$ cat src/rtl/mmio_pwm_timer.sv
// Memory-mapped microsecond/millisecond timer and 3-channel PWM on the dmem bus.
// The 32-byte register window returns registered load data one cycle after the request.
module mmio_pwm_timer #(
  parameter logic [31:0] BASE_ADDR = 32'hFFFF_FF00,
  parameter int unsigned CLK_HZ    = 12_000_000
) (
  input  logic        i_clk,
  input  logic        i_reset,
  input  logic [2:0]  i_funct3,
  input  logic        i_dmem_wren,
  input  logic [31:0] i_dmem_address,
  input  logic [31:0] i_dmem_data_in,
  output logic [31:0] o_dmem_data_out,
  output logic        o_hit,
  output logic        o_red,
  output logic        o_green,
  output logic        o_blue
);

  localparam int unsigned Div = CLK_HZ / 1_000_000;
  localparam int unsigned PscW = $clog2(Div);
  localparam logic [PscW-1:0] PscLast = PscW'(Div - 1);

  logic            r_en;
  logic [31:0]     r_micros;
  logic [31:0]     r_millis;
  logic [15:0]     r_period;
  logic [15:0]     r_duty_r;
  logic [15:0]     r_duty_g;
  logic [15:0]     r_duty_b;
  logic [PscW-1:0] r_psc;
  logic [9:0]      r_us_sub;
  logic [15:0]     r_pwm_cnt;

  logic        w_in_win;
  logic [2:0]  w_off;
  logic [1:0]  w_lane;
  logic        w_st_ok;
  logic        w_we;
  logic [15:0] w_wmask;
  logic [15:0] w_wdata;
  logic [15:0] w_src16;
  logic [15:0] w_merged;
  logic [31:0] w_word;
  logic [7:0]  w_byte;
  logic [15:0] w_half;
  logic [31:0] w_rd_ext;
  logic [31:0] w_rd_next;
  logic        w_unused_data;

  assign w_in_win = (i_dmem_address[31:5] == BASE_ADDR[31:5]);
  assign w_off    = i_dmem_address[4:2];
  assign w_lane   = i_dmem_address[1:0];
  // All registers are at most 16 bits wide, so store data above bit 15 never lands.
  assign w_unused_data = ^i_dmem_data_in[31:16];

  always_comb begin
    w_st_ok = 1'b0;
    w_wmask = 16'h0000;
    w_wdata = 16'h0000;
    case (i_funct3)
      3'b000: begin
        w_st_ok = 1'b1;
        w_wdata = {2{i_dmem_data_in[7:0]}};
        w_wmask = (w_lane == 2'd0) ? 16'h00FF : (w_lane == 2'd1) ? 16'hFF00 : 16'h0000;
      end
      3'b001: begin
        w_st_ok = ~w_lane[0];
        w_wdata = i_dmem_data_in[15:0];
        w_wmask = w_lane[1] ? 16'h0000 : 16'hFFFF;
      end
      3'b010: begin
        w_st_ok = (w_lane == 2'd0);
        w_wdata = i_dmem_data_in[15:0];
        w_wmask = 16'hFFFF;
      end
      default: ;
    endcase
  end

  assign w_we = i_dmem_wren & w_in_win & w_st_ok;

  always_comb begin
    w_src16 = 16'h0000;
    w_word  = 32'h0000_0000;
    case (w_off)
      3'd0: begin w_src16 = {15'b0, r_en}; w_word = {31'b0, r_en}; end
      3'd1: w_word = r_micros;
      3'd2: w_word = r_millis;
      3'd3: begin w_src16 = r_period; w_word = {16'b0, r_period}; end
      3'd4: begin w_src16 = r_duty_r; w_word = {16'b0, r_duty_r}; end
      3'd5: begin w_src16 = r_duty_g; w_word = {16'b0, r_duty_g}; end
      3'd6: begin w_src16 = r_duty_b; w_word = {16'b0, r_duty_b}; end
      default: ;
    endcase
  end

  assign w_merged = (w_src16 & ~w_wmask) | (w_wdata & w_wmask);

  always_comb begin
    w_byte = 8'h00;
    unique case (w_lane)
      2'd0: w_byte = w_word[7:0];
      2'd1: w_byte = w_word[15:8];
      2'd2: w_byte = w_word[23:16];
      2'd3: w_byte = w_word[31:24];
    endcase
    w_half   = w_lane[1] ? w_word[31:16] : w_word[15:0];
    w_rd_ext = 32'h0000_0000;
    case (i_funct3)
      3'b000: w_rd_ext = {{24{w_byte[7]}}, w_byte};
      3'b100: w_rd_ext = {24'b0, w_byte};
      3'b001: if (!w_lane[0]) w_rd_ext = {{16{w_half[15]}}, w_half};
      3'b101: if (!w_lane[0]) w_rd_ext = {16'b0, w_half};
      3'b010: if (w_lane == 2'd0) w_rd_ext = w_word;
      default: ;
    endcase
  end

  assign w_rd_next = (!i_dmem_wren && w_in_win) ? w_rd_ext : 32'h0000_0000;

  always_ff @(posedge i_clk) begin
    if (i_reset) begin
      r_en            <= 1'b0;
      r_micros        <= 32'h0;
      r_millis        <= 32'h0;
      r_period        <= 16'h0;
      r_duty_r        <= 16'h0;
      r_duty_g        <= 16'h0;
      r_duty_b        <= 16'h0;
      r_psc           <= '0;
      r_us_sub        <= 10'd0;
      r_pwm_cnt       <= 16'h0;
      o_dmem_data_out <= 32'h0;
      o_hit           <= 1'b0;
      o_red           <= 1'b0;
      o_green         <= 1'b0;
      o_blue          <= 1'b0;
    end else begin
      o_dmem_data_out <= w_rd_next;
      o_hit           <= w_in_win;

      if (w_we) begin
        case (w_off)
          3'd0: r_en     <= w_merged[0];
          3'd3: r_period <= w_merged;
          3'd4: r_duty_r <= w_merged;
          3'd5: r_duty_g <= w_merged;
          3'd6: r_duty_b <= w_merged;
          default: ;
        endcase
      end

      if (r_en) begin
        if (r_psc == PscLast) begin
          r_psc    <= '0;
          r_micros <= r_micros + 32'd1;
          if (r_us_sub == 10'd999) begin
            r_us_sub <= 10'd0;
            r_millis <= r_millis + 32'd1;
          end else begin
            r_us_sub <= r_us_sub + 10'd1;
          end
        end else begin
          r_psc <= r_psc + 1'b1;
        end
      end

      // A PERIOD store restarts the PWM frame at the store edge.
      if (w_we && (w_off == 3'd3)) begin
        r_pwm_cnt <= 16'h0;
      end else if (r_en) begin
        if ((r_period == 16'h0) || (r_pwm_cnt >= r_period - 16'd1)) r_pwm_cnt <= 16'h0;
        else r_pwm_cnt <= r_pwm_cnt + 16'd1;
      end

      o_red   <= r_en && (r_period != 16'h0) && (r_pwm_cnt < r_duty_r);
      o_green <= r_en && (r_period != 16'h0) && (r_pwm_cnt < r_duty_g);
      o_blue  <= r_en && (r_period != 16'h0) && (r_pwm_cnt < r_duty_b);
    end
  end

endmodule

$ cat config.mk
export PLATFORM = sky130hd
export DESIGN_NAME = mmio_pwm_timer
export DESIGN_NICKNAME = d
export VERILOG_FILES = /design/src/rtl/mmio_pwm_timer.sv
export SDC_FILE = /design/constraint.sdc
export NUM_CORES = 1
export LEC_CHECK = 0
export CAP_MARGIN = 20
export CORE_MARGIN = 3
export CORE_UTILIZATION = 40
export DETAILED_ROUTE_END_ITERATION = 16
export PLACE_DENSITY_LB_ADDON = 0.1
export SLEW_MARGIN = 30
export SYNTH_ARGS = -nofsm -noshare
export SYNTH_HDL_FRONTEND = slang
export SYNTH_SLANG_ARGS = --single-unit
export TNS_END_PERCENT = 20
$ cat constraint.sdc
create_clock -name i_clk -period 3.6 [get_ports i_clk]
set_input_delay 0.72 -clock i_clk [delete_from_list [all_inputs] [get_ports i_clk]]
set_output_delay 0.72 -clock i_clk [all_outputs]
set_load 0.005 [all_outputs]
Word-level counts from Yosys, hierarchy flattened --
Index checks and enable logic that the tools add are counted. W data, S select, Z words.
Storage, ports and cells: register bits 195, bits in latches 0, bits in writable memories 0, ROM bits 0, bits of input ports 70, memories kept 0
Cells by class: add/sub/neg operators 6, multiply operators 0, div/mod/pow operators 0, order comparisons 4, equality and inequality tests 16, shift-type cells 0, muxes and demuxes 17, bitwise gates (word level) 8, reductions and logical operators 23
Operators by type and width (number):
- $pmux W32 S7 | 1
- $pmux W32 S5 | 1
- $mux W16 | 6
- $pmux W16 S5 | 1
- $add A32 B1 Y32 const B | 2
- $mux W32 | 2
- $lt A16 B16 Y1 | 3
- $pmux W16 S3 | 1
- $and A16 B16 Y16 | 2
- $pmux W16 S2 | 1
- $pmux W8 S4 | 1
- $eq A27 B27 Y1 const B | 1
- $add A16 B1 Y16 const B | 1
- $ge A16 B16 Y1 | 1
- $logic_not A16 Y1 | 1
- $not A16 Y16 | 1
- $or A16 B16 Y16 | 1
- $reduce_bool A16 Y1 | 1
- $sub A16 B1 Y16 const B | 1
- $eq A3 B3 Y1 const B | 5
- $reduce_and A2 Y1 | 6
- $add A10 B1 Y10 const B | 1
- $eq A10 B10 Y1 const B | 1
- $mux W10 | 1
- 17 further kinds | 31

Longest topological paths before layout --
Gate-level depths: netlist of run 1.
word-level depth 7, mapped depth 14

Worst setup path before layout of run 1 --
No wires, ideal clock.
path type register to register, start point reg r_period[0], end point reg r_pwm_cnt[10], library setup time 0.120 ns, data arrival time 2.724 ns, path slack 0.756 ns, stages on the path, launching flop included 13, clock period less this slack 2.844 ns, path through dfxtp_1 nor3_1 nor3b_1 and3_1 nand2_1 xor2_1 ha_1 nand4_1 a2111oi_0 o41ai_1 a21boi_1 buf_2 nor3_1
Between the ends: cells in the longest elaborated chain, start to end 4
RTL lines:
- from (decl) | line 27 | logic [15:0] r_period;
- from (signal assigned) | line 146 | 3'd3: r_period <= w_merged;
- $sub A16 B1 Y16 | line 173 | if ((r_period == 16'h0) || (r_pwm_cnt >= r_period - 16'd1)) r_pwm_cnt <= 16'h0;
- $ge A16 B16 Y1 | line 173
- $logic_or A1 B1 Y1 (*) | line 173
- $mux W16 (*) | line 173
- to (signal assigned) | line 174 | else r_pwm_cnt <= r_pwm_cnt + 16'd1;
- to (decl) | line 33 | logic [15:0] r_pwm_cnt;
Mark *: on every way between the ends. The rest lies on a longest branch, timed or not. A chain may end at the register's enable or synchronous reset.

Worst setup path in the final report of run 1 --
start point reg r_period[0], end point reg r_pwm_cnt[5]
Same word-level chain as after synthesis.

==> metrics, run 1 <==
outcome completed; global-route wire length before repair 52.5 mm; Die X ~170 µm; peak supply drop roughly 300 µV; I/O Buffers 89; fin crit period around 3.2 ns; H-tree depth 4; Max-Cap Viols 0; Iter 0 DRT Violations 867; Finished Core Util 48.7%; CTS tree done; Fin. Hold Viols 0; Register Area just under 0.004 mm²; max_slew headroom a little under a third; Max Root-Sink Buffers 2; combinational power share under 10%; CP Capture Type flop; clock sinks 195; drt first pass iters 6; Worst Tran Pin Value ~1.0 ns; Yosys cell types 69; min-delay worst type reg -> reg; detailed placement HPWL 25.3 mm; share of layout cells above drive strength 1 under 10%; GPL Wtd Cong 0.928; Pleak 4.74 nW; yosys warns 0; I/O pin count ~110; Final Skew about 0.016 ns; Final Cell Area 0.0133 mm²; worst skew pair latency 0.44 ns; # DRC 0; Critical Path AT between 3 and 4 ns; Post-DRT Antenna Nets 0; simple-gate share of the synthesized area 21.8%; pin count of the biggest net entering global routing just over 50; CTS root buf clkbuf_16; vias per cell ~5.5; Inserted Diodes 0; sw frac 24.4%; PD cells 326 mW/mm²; RSZ-0062 raised after global routing false; Routed WL approximately 33 mm; clk slew on worst S/H paths about 0.08 ns; post-synthesis mux area share 7.18%; Vias 9918; final cell count without fillers roughly 1.8k; full die area 0.0301 mm²; Row Count 60; multi-input logic area ~0.0068 mm²; sequential power share between 40% and 50%; Critical Path RT around 4 ns; reg2reg setup slack 0.36 ns; ys async rst share 0%; EDFF count, synth 0; Final Cycle Share between 80% and 90%; compound-gate portion of the synthesized area 16.9%; CTS Buf Count 17; syn_area_per_cell ~8.5 µm²; area share of fa/ha/maj cells after synthesis ~7.5%; GRT Resource Usage Total 21.8%; clock power share around 44%; Synth Instances 1316; Syn Std Cell Area between 0.01 and 0.015 mm²; area of placed instances between 0.01 and 0.015 mm²; # setup viols final 0; initial core utilization around two fifths; fill cell count 2662; Layout area overhead 18.3%; Core Area approximately 0.027 mm²; Achievable Freq about 300 MHz; Post-Synth XOR/XNOR Area under 10%; internal power 3.27 mW; Psw between 1 and 1.5 mW; startpoint class of the critical path flop; nets@finish 1544; ys flop type dfxtp_1; Post-Syn Nets between 1k and 1.5k; Die Y 173 µm; Synth Register Bits between 150 and 200; vias in the first global route ~9.3k; Crit Path Class reg -> reg; grt total ovfl 0; Max Transition Viols Final 0; Critical Path Fanout Max 11; main combinational cell family by area after synthesis simple AND/OR/NAND/NOR gates; Routed wire per std cell approximately 19 µm; Placed Cells between 1.5k and 2k; post-synthesis sequential area ratio approximately a third; initial antenna violation count 0
==> flip-flops by register name, indices dropped and copies added, names as in the netlist <==
signal           flops
o_green              1
o_dmem_data_out     32
r_millis            32
o_red                1
r_period            16
r_pwm_cnt           16
r_micros            32
r_duty_b            16
r_duty_r            16
o_blue               1
r_us_sub            10
r_en                 1
r_psc                4
r_duty_g            16
o_hit                1
==> layout by cell type, fill, tap and decap left out, types with 10 or more instances in the layout <==
cell type and n:
a211oi_1 17, a21o_1 25, a21oi_1 81, a22o_1 12, a22oi_1 43, and3_1 10, and4_1 10, buf_4 46
clkbuf_16 17, clkdlybuf4s50_1 87, dfxtp_1 195, ha_1 67, inv_1 62, mux2i_1 77, nand2_1 77, nand2b_1 18
nand3_1 27, nand3b_1 18, nand4_1 44, nor2_1 172, nor2b_1 10, nor3_1 33, nor4_1 10, o21a_1 10
o21ai_0 32, o22a_1 11, or3_1 18, xnor2_1 42, xor2_1 43
==> routing by layer <==
| layer | part of all wire [%] | global-route usage (%) | vias up |
|---|---|---|---|
| met5 | 0 | 0 | - |
| met2 | 43 | 33.0 | 308 |
| li1 | - | - | 4887 |
| met4 | 1.5 | 4.80 | 0 |
| met3 | 6.7 | 4.12 | 35 |
| met1 | 49 | 32.2 | 4688 |
==> final timing paths <==
kind,startpoint,end,depth (start not counted)
max,r_period[0],r_pwm_cnt[5],14
min,r_micros[16],r_micros[16],2
max reg2reg,r_period[0],r_pwm_cnt[5],14
min reg2reg,r_micros[16],r_micros[16],2
==> logic make-up (layout without fill, tap and decap cells) <==
family | count (synthesis) | count (layout)
adder cells (fa/ha/maj) | 67 | 67
flip-flops | 195 | 195
multiplexers | 80 | 80
AO/OA/AOI/OAI | 281 | 281
XOR/XNOR | 85 | 85
AND/OR/NAND/NOR | 477 | 477
buffers and inverters | 131 | 235
==> synthesized netlist by cell type, drive strengths merged, types with 11 or more instances <==
master,number,area [µm²]
nor4,13,109
a22oi,43,323
nand4,44,275
a211oi,22,190
mux2i,77,771
xor2,43,377
buf,21,170
clkbuf,46,173
dfxtp,195,3900
nor2,172,646
or3,18,113
o21ai,38,190
a22o,12,105
a21oi,81,405
nand3,27,135
nor3,37,205
nand2b,18,113
inv,64,240
xnor2,42,368
nand3b,18,135
nand2,77,289
a21o,25,188
ha,67,838
o22a,11,96.3
==> power groups by stage <==
stage	Sequential [mW]	Combinational [mW]	Clock, mW
floorplan	2.21	0.130	0
global placement	2.21	0.263	0
detailed placement	2.21	0.263	0
CTS	2.15	0.265	1.94
global route	2.15	0.285	2.03
finish	2.15	0.268	1.90
==> final cells by class <==
cell class	count	share of cell area, %
clock inverter	12	0.915
timing repair buffer	139	9.96
sequential	195	29.4
clock buffer	20	3.44
multi-input combinational	990	50.9
tap	372	3.51
inverter	64	1.81
==> what timing repair did <==
action,CTS,global route
pin swaps,0,1
endpoints found under the setup margin,4,11
gates cloned,0,0
setup buffers,0,1
hold buffers,0,0
gates resized for setup,1,0
==> per-stage QoR <==
stage | setup TNS [ns] | setup WS [ns] | hold slack (ns) | power, mW
finish | 0 | 0.363 | 0.504 | 4.32
global route | 0 | 0.0386 | 0.536 | 4.47
CTS | 0 | 0.247 | 0.504 | 4.36
detailed placement | 0 | 0.0248 | 0.492 | 2.47
global placement | -0.0288 | -0.00780 | 0.479 | 2.47
floorplan | 0 | 0.756 | 0.460 | 2.34
==> critical path, stage by stage (launching register included) <==
cell and delay, ns:
dfxtp_1 0.34, inv_1 0.09, ha_1 0.20, nor4b_1 0.24, buf_4 0.17, nand3_1 0.08, nor4_1 0.26, xnor2_1 0.12
ha_1 0.30, nand4_1 0.16, a2111oi_0 0.50, o41ai_1 0.25, a21boi_2 0.17, buf_4 0.19, nor3_1 0.07
(Power assumes the default switching activity.)
==> run 2: changes to the inputs <==
Settings changed: GPL_ROUTABILITY_DRIVEN set to 0.
==> results of run 2 <==
No change in the layout: final DEF, timing and power equal those of run 1.
